--- config.mk ---
export PLATFORM = sky130hd
export DESIGN_NAME = supercar_ctrl
export DESIGN_NICKNAME = d
export VERILOG_FILES = /design/src/rtl/supercar_pkg.sv /design/src/rtl/supercar_ctrl.sv
export SDC_FILE = /design/constraint.sdc
export NUM_CORES = 1
export LEC_CHECK = 0
export BUFFER_PORTS_ARGS = -buffer_cell sky130_fd_sc_hd__buf_2
export CAP_MARGIN = 20
export CORE_MARGIN = 2
export CORE_UTILIZATION = 59
export CTS_BUF_LIST = sky130_fd_sc_hd__clkbuf_8
export DETAILED_ROUTE_END_ITERATION = 6
export PLACE_DENSITY = 0.82
export SLEW_MARGIN = 30
export SYNTH_ARGS = -nofsm -noshare
export SYNTH_HDL_FRONTEND = slang
export SYNTH_SLANG_ARGS = --single-unit
--- constraint.sdc ---
create_clock -name clk -period 2.3 [get_ports clk]
set_input_delay 0.115 -clock clk [delete_from_list [all_inputs] [get_ports clk]]
set_output_delay 0.115 -clock clk [all_outputs]
set_load 0.02 [all_outputs]
--- src/rtl/supercar_pkg.sv ---
// -----------------------------------------------------------------------------
// supercar_pkg
//   Shared definitions for the supercar LED scanner:
//     - state_t : scanner FSM state encoding
//     - mode_t  : scan mode selector and its four named values
// -----------------------------------------------------------------------------
package supercar_pkg;

   // Scanner FSM states. IDLE is left only once the scanner is first enabled.
   // The HOLD_x states pause at an end of the bar in bounce mode.
   typedef enum logic [2:0] {
      IDLE     = 3'd0,
      RUN_UP   = 3'd1,
      RUN_DOWN = 3'd2,
      HOLD_TOP = 3'd3,
      HOLD_BOT = 3'd4
   } state_t;

   // Scan mode selector.
   typedef logic [1:0] mode_t;

   localparam mode_t MODE_BOUNCE = 2'b00;  // sweep up and down, pause at ends
   localparam mode_t MODE_UP     = 2'b01;  // rotate toward MSB, wrap to 0
   localparam mode_t MODE_DOWN   = 2'b10;  // rotate toward LSB, wrap to top
   localparam mode_t MODE_HOLD   = 2'b11;  // ignore steps, freeze position

endpackage : supercar_pkg

--- src/rtl/supercar_ctrl.sv ---
// -----------------------------------------------------------------------------
// supercar_ctrl
//   "Knight Rider" style LED scanner. One lit LED moves by one position on
//   every step tick (p_e) from an external prescaler. In bounce mode the light
//   sweeps up and down and pauses END_HOLD ticks at each end; in the rotate
//   modes it wraps around; in hold mode it stays put.
//
// Parameters
//   N_LED    : number of LEDs scanned (2..32)
//   END_HOLD : step ticks spent at each end in bounce mode (0..15)
//
// Ports
//   clk    in  : clock, all state changes on the rising edge
//   rst    in  : asynchronous reset, active low
//   en     in  : run enable; 0 freezes all state and drops p_e
//   p_e    in  : one-cycle step tick from the prescaler
//   mode   in  : 00 bounce, 01 rotate-up, 10 rotate-down, 11 hold
//   pre_en out : enable for the prescaler, high only while scanning
//   led    out : one-hot LED pattern, bit pos lit
//   dir    out : current direction, 0 = toward MSB, 1 = toward LSB
//   wrap   out : one-cycle pulse after a step that lands on either end
// -----------------------------------------------------------------------------
module supercar_ctrl
   import supercar_pkg::*;
#(
   parameter int N_LED    = 8,
   parameter int END_HOLD = 2
) (
   input  logic             clk,
   input  logic             rst,
   input  logic             en,
   input  logic             p_e,
   input  logic [1:0]       mode,
   output logic             pre_en,
   output logic [N_LED-1:0] led,
   output logic             dir,
   output logic             wrap
);

   // Position and hold counter are sized to what they must reach.
   localparam int POS_W  = $clog2(N_LED);
   localparam int HOLD_W = (END_HOLD < 1) ? 1 : $clog2(END_HOLD + 1);

   localparam logic [POS_W-1:0] POS_MAX = POS_W'(N_LED - 1);
   localparam logic [N_LED-1:0] LED_ONE = {{(N_LED-1){1'b0}}, 1'b1};

   state_t             state_q, state_d;
   logic [POS_W-1:0]   pos_q, pos_d;
   logic [HOLD_W-1:0]  hold_cnt_q, hold_cnt_d;
   logic               dir_q, dir_d;
   logic               wrap_q, wrap_d;
   logic               pre_en_q, pre_en_d;

   logic [POS_W-1:0]   pos_inc;
   logic [POS_W-1:0]   pos_dec;
   logic               hold_last;
   logic               moved;

   assign pos_inc = pos_q + 1'b1;
   assign pos_dec = pos_q - 1'b1;

   // The tick being counted now is the last one of the end pause.
   assign hold_last = (int'(hold_cnt_q) + 1) >= END_HOLD;

   // --------------------------------------------------------------------------
   // Next-state logic
   // --------------------------------------------------------------------------
   always_comb begin
      // NOTE: every value driven here gets its default first, so no path
      // through the case statements can leave one unassigned and infer a latch.
      state_d    = state_q;
      pos_d      = pos_q;
      hold_cnt_d = hold_cnt_q;
      dir_d      = dir_q;
      moved      = 1'b0;

      if (en) begin
         if (state_q == IDLE) begin
            // Leaving IDLE needs no tick; the first step comes afterwards.
            state_d = RUN_UP;
         end else if (p_e) begin
            unique case (mode)
               MODE_UP: begin
                  state_d    = RUN_UP;
                  dir_d      = 1'b0;
                  hold_cnt_d = '0;
                  // Coming out of an end pause only changes state; the light
                  // does not move on that tick.
                  if (state_q == RUN_UP || state_q == RUN_DOWN) begin
                     pos_d = (pos_q == POS_MAX) ? '0 : pos_inc;
                     moved = 1'b1;
                  end
               end

               MODE_DOWN: begin
                  state_d    = RUN_DOWN;
                  dir_d      = 1'b1;
                  hold_cnt_d = '0;
                  if (state_q == RUN_UP || state_q == RUN_DOWN) begin
                     pos_d = (pos_q == '0) ? POS_MAX : pos_dec;
                     moved = 1'b1;
                  end
               end

               MODE_BOUNCE: begin
                  unique case (state_q)
                     RUN_UP: begin
                        moved = 1'b1;
                        if (pos_q == POS_MAX) begin
                           // Already at the top after a rotate: turn around.
                           pos_d   = pos_dec;
                           state_d = RUN_DOWN;
                           dir_d   = 1'b1;
                        end else begin
                           pos_d = pos_inc;
                           if (pos_inc == POS_MAX) begin
                              if (END_HOLD == 0) begin
                                 state_d = RUN_DOWN;
                                 dir_d   = 1'b1;
                              end else begin
                                 state_d    = HOLD_TOP;
                                 hold_cnt_d = '0;
                              end
                           end
                        end
                     end

                     RUN_DOWN: begin
                        moved = 1'b1;
                        if (pos_q == '0) begin
                           // Already at the bottom after a rotate: turn around.
                           pos_d   = pos_inc;
                           state_d = RUN_UP;
                           dir_d   = 1'b0;
                        end else begin
                           pos_d = pos_dec;
                           if (pos_dec == '0) begin
                              if (END_HOLD == 0) begin
                                 state_d = RUN_UP;
                                 dir_d   = 1'b0;
                              end else begin
                                 state_d    = HOLD_BOT;
                                 hold_cnt_d = '0;
                              end
                           end
                        end
                     end

                     HOLD_TOP: begin
                        if (hold_last) begin
                           state_d    = RUN_DOWN;
                           dir_d      = 1'b1;
                           hold_cnt_d = '0;
                        end else begin
                           hold_cnt_d = hold_cnt_q + 1'b1;
                        end
                     end

                     HOLD_BOT: begin
                        if (hold_last) begin
                           state_d    = RUN_UP;
                           dir_d      = 1'b0;
                           hold_cnt_d = '0;
                        end else begin
                           hold_cnt_d = hold_cnt_q + 1'b1;
                        end
                     end

                     default: ;
                  endcase
               end

               MODE_HOLD: ;  // steps ignored, everything held

               default: ;
            endcase
         end
      end

      wrap_d   = moved && (pos_d == '0 || pos_d == POS_MAX);
      pre_en_d = en && (state_q != IDLE);
   end

   // --------------------------------------------------------------------------
   // State registers
   // --------------------------------------------------------------------------
   always_ff @(posedge clk or negedge rst) begin
      // NOTE: non-blocking assignments keep every flop sampling the values
      // from before this edge, independent of statement order.
      if (!rst) begin
         state_q    <= IDLE;
         pos_q      <= '0;
         hold_cnt_q <= '0;
         dir_q      <= 1'b0;
         wrap_q     <= 1'b0;
         pre_en_q   <= 1'b0;
      end else begin
         state_q    <= state_d;
         pos_q      <= pos_d;
         hold_cnt_q <= hold_cnt_d;
         dir_q      <= dir_d;
         wrap_q     <= wrap_d;
         pre_en_q   <= pre_en_d;
      end
   end

   // --------------------------------------------------------------------------
   // Outputs; led is a pure decode of pos so it is one-hot by construction.
   // --------------------------------------------------------------------------
   assign led    = LED_ONE << pos_q;
   assign dir    = dir_q;
   assign wrap   = wrap_q;
   assign pre_en = pre_en_q;

endmodule : supercar_ctrl
== Yosys cells after proc, flatten, opt, wreduce, memory -nomap -nowiden ==
Cells that the tools add are included.

* Add/subtract/negate cells: 4
* Magnitude comparators: 1
* Equal/unequal tests: 24
* Shifts and indexed selects: 1
* Mux-type cells: 40
* Bitwise logic cells: 1
* Reduce and logical (&&, ||, !) cells: 20

{| class="wikitable"
|+ Operators with widths
! kind !! number
|-
| $mux W3 || 17
|-
| $ne A3 B3 Y1 const B || 8
|-
| $pmux W3 S3 || 2
|-
| $reduce_and A9 Y1 || 2
|-
| $eq A3 B3 Y1 const B || 4
|-
| $logic_not A3 Y1 || 4
|-
| $ne A4 B4 Y1 const B || 3
|-
| $pmux W3 S4 || 1
|-
| $mux W2 || 5
|-
| $ne A5 B5 Y1 const B || 2
|-
| $mux W1 || 9
|-
| $reduce_and A8 Y1 || 1
|-
| $shl A1 B3 Y8 const A || 1
|-
| $eq A3 B2 Y1 const B || 2
|-
| $ne A6 B5 Y1 const B || 1
|-
| $pmux W2 S3 || 1
|-
| $pmux W3 S2 || 1
|-
| $reduce_bool A3 Y1 || 2
|-
| $reduce_or A2 Y1 || 3
|-
| $ne A5 B4 Y1 const B || 1
|-
| $pmux W1 S4 || 1
|-
| $pmux W2 S2 || 1
|-
| $reduce_bool A2 Y1 || 2
|-
| $reduce_bool A4 Y1 || 1
|-
| 14 further kinds || 16
|}

* Bits in registers: 11
* Input port bits: 6
* Output and inout bits: 11
* Word-level logic and storage cells: 97

== Logic depth before layout (Yosys ltp) ==
* Depth after elaboration: 10
* Mapped depth: 9

== Least setup slack after synthesis ==
No wires, ideal clock.

* Path kind: register to register
* From: reg pos_q[0]
* To: reg wrap_q (netlist: wrap)
* Setup time: 0.078 ns
* Data arrival time: 2.035 ns
* Required time: 2.222 ns
* Path slack: 0.187 ns
* Cell stages (with the launch flop): 10
* Path buffers: 0
* Clock period less this slack: 2.113 ns
* Cells stage by stage: dfrtp_1 inv_1 ha_1 nand2b_4 inv_1 a221oi_2 o31ai_2 o2111ai_1 or3_1 a21oi_1

* Word-level cells in the longest chain between the ends: 10
* Elaborated cells between the ends (all ways): 19
* Those cells by class: add/sub: 2; eq/ne: 2; mux: 11; reduce/logical: 4

{| class="wikitable"
|+ Ends and longest elaborated chain
! item !! line !! source
|-
| start: declaration || supercar_ctrl.sv:48 || <nowiki>logic [POS_W-1:0] pos_q, pos_d;</nowiki>
|-
| start signal: assignment || supercar_ctrl.sv:199 || <nowiki>pos_q <= pos_d;</nowiki>
|-
| $sub A3 B1 Y3 (tied with other cells) || supercar_ctrl.sv:60 || <nowiki>assign pos_dec = pos_q - 1'b1;</nowiki>
|-
| $mux W3, on equally long branches || -- ||
|-
| $pmux W3 S2 (tied with other cells) || supercar_ctrl.sv:106 || <nowiki>unique case (state_q)</nowiki>
|-
| $pmux W3 S3 || supercar_ctrl.sv:82 || <nowiki>unique case (mode)</nowiki>
|-
| $mux W3 || supercar_ctrl.sv:81 || <nowiki>end else if (p_e) begin</nowiki>
|-
| $mux W3 || supercar_ctrl.sv:78 || <nowiki>if (state_q == IDLE) begin</nowiki>
|-
| $mux W3 * || supercar_ctrl.sv:77 || <nowiki>if (en) begin</nowiki>
|-
| $eq A3 B3 Y1 or $logic_not A3 Y1 (tied branches) || supercar_ctrl.sv:180 || <nowiki>wrap_d = moved && (pos_d == '0 || pos_d == POS_MAX);</nowiki>
|-
| $logic_or A1 B1 Y1 * || supercar_ctrl.sv:180 ||
|-
| $logic_and A1 B1 Y1 * || supercar_ctrl.sv:180 ||
|-
| net wrap_d || supercar_ctrl.sv:51 || <nowiki>logic wrap_q, wrap_d;</nowiki>
|-
| end signal: assignment || supercar_ctrl.sv:202 || <nowiki>wrap_q <= wrap_d;</nowiki>
|-
| end: declaration || supercar_ctrl.sv:51 ||
|}

The timed path passes the listed nets; every way through them passes the cells marked *.
A chain may end at the register's enable or synchronous reset.

== Final worst setup path ==
* From: reg pos_q[0]
* To: reg state_q[0]

* Word-level cells in the longest chain between the ends: 6
* Elaborated cells between the ends (all ways): 15
* Those cells by class: add/sub: 2; eq/ne: 4; mux: 6; reduce/logical: 3

{| class="wikitable"
|+ Ends and longest elaborated chain
! item !! line !! source
|-
| parallel branches: the longest is 6 deep, another holds $add A3 B1 Y3 || -- ||
|-
| end signal: assignment || supercar_ctrl.sv:198 || <nowiki>state_q <= state_d;</nowiki>
|-
| end: declaration || supercar_ctrl.sv:47 || <nowiki>state_t state_q, state_d;</nowiki>
|}

Several ways; the timed one is not identified. The select of a mux whose other input is x is not followed.

==> flow_metrics.py <==
metrics = {
    "timing": {
        "fin_crit_ns": 2.214,
        "hold_ws_ns": 0.1765,
        "skew_ns": 0.006388,
        "drv_slew": 0,
        "clock.fmax_ghz": 0.4517,
        "tightest_slew_ns": 0.4517,
        "fin_tns_setup_ns": 0,
        "setup_violations": 0,
        "hold_viol_final": 0,
        "timing.final.ws_setup_ns": 0.08617,
        "maxSlewHeadroom": 0.6981,
        "fin_crit_sh": 0.9625,
    },
    "drt": {
        "viasPerCell": 6.082,
        "wl_per_cell_um": 15.82,
        "drt_iter0_drc": 64,
        "dr.pass1.iters": 6,
        "via_count": 1192,
        "drt_wl_total_um": 3100,
        "ant_nets": 0,
        "remaining_drc_errors": 0,
    },
    "floorplan": {
        "dieWidth_um": 49.61,
        "io_pins": 17,
        "initial_utilization": 0.6256,
        "num_rows": 16,
        "die-area_sq_um": 2461,
        "die_h_um": 49.61,
        "core_sq_um": 1962,
    },
    "grt": {
        "grt_usage": 0.2551,
        "antenna_found_initial": 0,
        "grt_max_degree": 14,
        "overflow": 0,
        "grt_pass1_vias": 1082,
        "grt_pass1_wl_um": 4843,
    },
    "cts": {
        "clk_latency_ns": 0.25,
        "cts_sinks": 11,
        "cts_tree": "yes",
        "cts_buffer_depth": 2,
        "htreeDepth": 1,
        "cts_buffers": 3,
        "path_clk_slew_ns": 0.06,
        "postCtsSetupBuffers": 0,
        "cts_root_buf": "clkbuf_8",
    },
    "synthesis": {
        "synth_top_area_share": 0.2243,
        "synth-seq-area-share": 0.2243,
        "synth_edf_count": 0,
        "ys_ff_latch": 11,
        "yosys_warnings": 0,
        "netlist_instances": 148,
        "synth_top_cells_by_area": "dfrtp_1 22%, ha_1 12%, nand2_1 5.2%",
        "avgSynthCellArea_sq_um": 8.293,
        "synth_area_sq_um": 1227,
        "syn-num-nets": 166,
        "synth_top_flop_cell": "dfrtp_1",
        "postSynth.asyncResetShare": 1.000,
        "yosys.area.top_type": "dfrtp_1",
        "synthDistinctLibCells": 50,
    },
    "placement": {
        "post-place-ws_ns": 0.05314,
        "dpl_cell_area_sq_um": 1351,
        "numPortBuffers": 16,
        "dp_hpwl_um": 2295,
        "gp_congestion": 0.9690,
        "placed_cells": 191,
    },
    "setup_path": {
        "end_kind": "flip-flop",
        "cp-start-kind": "flip-flop",
        "critPathMaxFanout": 6,
        "critPathKind": "reg2reg",
        "critPathRequiredTime_ns": 2.42,
        "crit_arrival_ns": 2.34,
    },
    "final_layout": {
        "antennaDiodeCount": 0,
        "final_net_count": 188,
        "areaGrowthSynthToFinish_pct": 16.92,
        "final_area_sq_um": 1435,
        "final_cells": 196,
        "drive_above_1_share": 0.2959,
    },
    "power_and_ir_drop": {
        "peakVddDrop_mv": 0.8111,
        "p_leak_nw": 0.6543,
        "pwr_density_cell_nw_per_um2": 1115,
    },
    "hold_path": {
        "hp-class": "in2reg",
    },
    "run_status": {
        "run_status": "completed",
    },
    "job": {
        "cap_violations": 0,
    },
}
## cell usage after synthesis, drive strengths merged (2+ instances only)
cell type	instances
nand2	18
inv	14
ha	12
a21oi	11
dfrtp	11
nor2	7
o21ai	7
mux2	6
and2	5
nor3	5
buf	4
clkbuf	4
o211ai	4
mux2i	3
nor2b	3
xnor2	3
a211o	2
a221o	2
a221oi	2
and2b	2
or3	2
## final timing paths
| kind | end | depth (start not counted) | slack, ns | start |
|---|---|---|---|---|
| max in group asynchronous | pos_q[1]$_DFF_PN0_ | 2 | 1.79 | rst |
| max reg2reg | state_q[0]$_DFFE_PN0P_ | 7 | 0.09 | pos_q[0]$_DFF_PN0_ |
| min | pre_en$_DFF_PN0_ | 3 | 0.18 | en |
| min in group asynchronous | pos_q[2]$_DFF_PN0_ | 2 | 0.28 | rst |
| min reg2reg | dir$_DFFE_PN0P_ | 1 | 0.50 | dir$_DFFE_PN0P_ |
| max | state_q[0]$_DFFE_PN0P_ | 7 | 0.09 | pos_q[0]$_DFF_PN0_ |
## worst max-delay path, stage by stage, from the launching register on
cell and delay [ns]:
dfrtp_2 0.45, inv_2 0.12, ha_2 0.25, nand2b_4 0.07, and2_1 0.17, a221o_1 0.36, a211o_2 0.36, mux2_4 0.31
## through the flow
| step | utilization | total power, mW |
|---|---|---|
| after global routing | 0.7315 | 1.701 |
| after detailed placement | 0.6888 | 1.326 |
| final | 0.7315 | 1.600 |
| after floorplan | - | 1.106 |
| after global placement | 0.6888 | 1.294 |
| after CTS | 0.7168 | 1.533 |
## cells by family after synthesis
family	count (synthesis)	synth area share
simple gates	49	0.2151
flops	11	0.2243
mux	9	0.08563
buf+inv	22	0.08358
xor+xnor	4	0.02855
fa+ha+maj	12	0.1223
compound gates	41	0.2406
## per-layer routing
| layer | track usage | wire length, um | vias to the layer above |
|---|---|---|---|
| met1 | 0.3453 | 1305 | 543 |
| met3 | 0.04545 | 274 | 8 |
| met5 | 0 | 0 | - |
| met2 | 0.4022 | 1463 | 70 |
| met4 | 0.09722 | 56 | 0 |
| li1 | - | - | 571 |
## registers in the layout, indices dropped and copies added, names as in the netlist
register / flops
dir: 1
wrap: 1
pre_en: 1
hold_cnt_q: 2
state_q: 3
pos_q: 3
## report_power, final
group | switching [mW] | leakage [nW] | internal [mW] | total [mW]
Combinational | 0.598 | 0.490 | 0.453 | 1.05
Clock | 0.0858 | 0.0269 | 0.118 | 0.204
Sequential | 0.0919 | 0.137 | 0.254 | 0.346
Total | 0.776 | 0.654 | 0.824 | 1.60
## cell type report
| cell class | instances | area (sq um) |
|---|---|---|
| clock buffers | 3 | 41.29 |
| flip-flops and latches | 11 | 277.8 |
| clock inverters | 1 | 3.754 |
| well taps | 27 | 33.78 |
| repair buffers | 25 | 150.1 |
| inverters | 14 | 52.55 |
| multi-input cells | 115 | 875.8 |
| fillers | 166 | 526.8 |
## repair_timing
action                     in CTS  in global routing
hold buffers                    1                  0
setup endpoints to repair       0                  7
hold endpoints to repair       11                  0
gates resized for setup         0                 11
## placed cells by master, fill, tap and decap left out, types with 2 or more instances in the layout
cell type	instances
ha_2	3
dfrtp_1	9
a221o_1	2
ha_1	8
buf_2	16
mux2_2	4
o211ai_1	4
clkbuf_8	3
inv_1	13
nor2b_1	3
mux2i_1	3
nand2_1	17
o21ai_0	7
buf_4	8
and2_1	5
xnor2_1	3
mux2_4	2
nor2_1	7
or3_1	2
a21oi_1	10
inv_2	2
dfrtp_2	2
nor3_1	4
No activity file was read; power rests on OpenSTA's default activity.
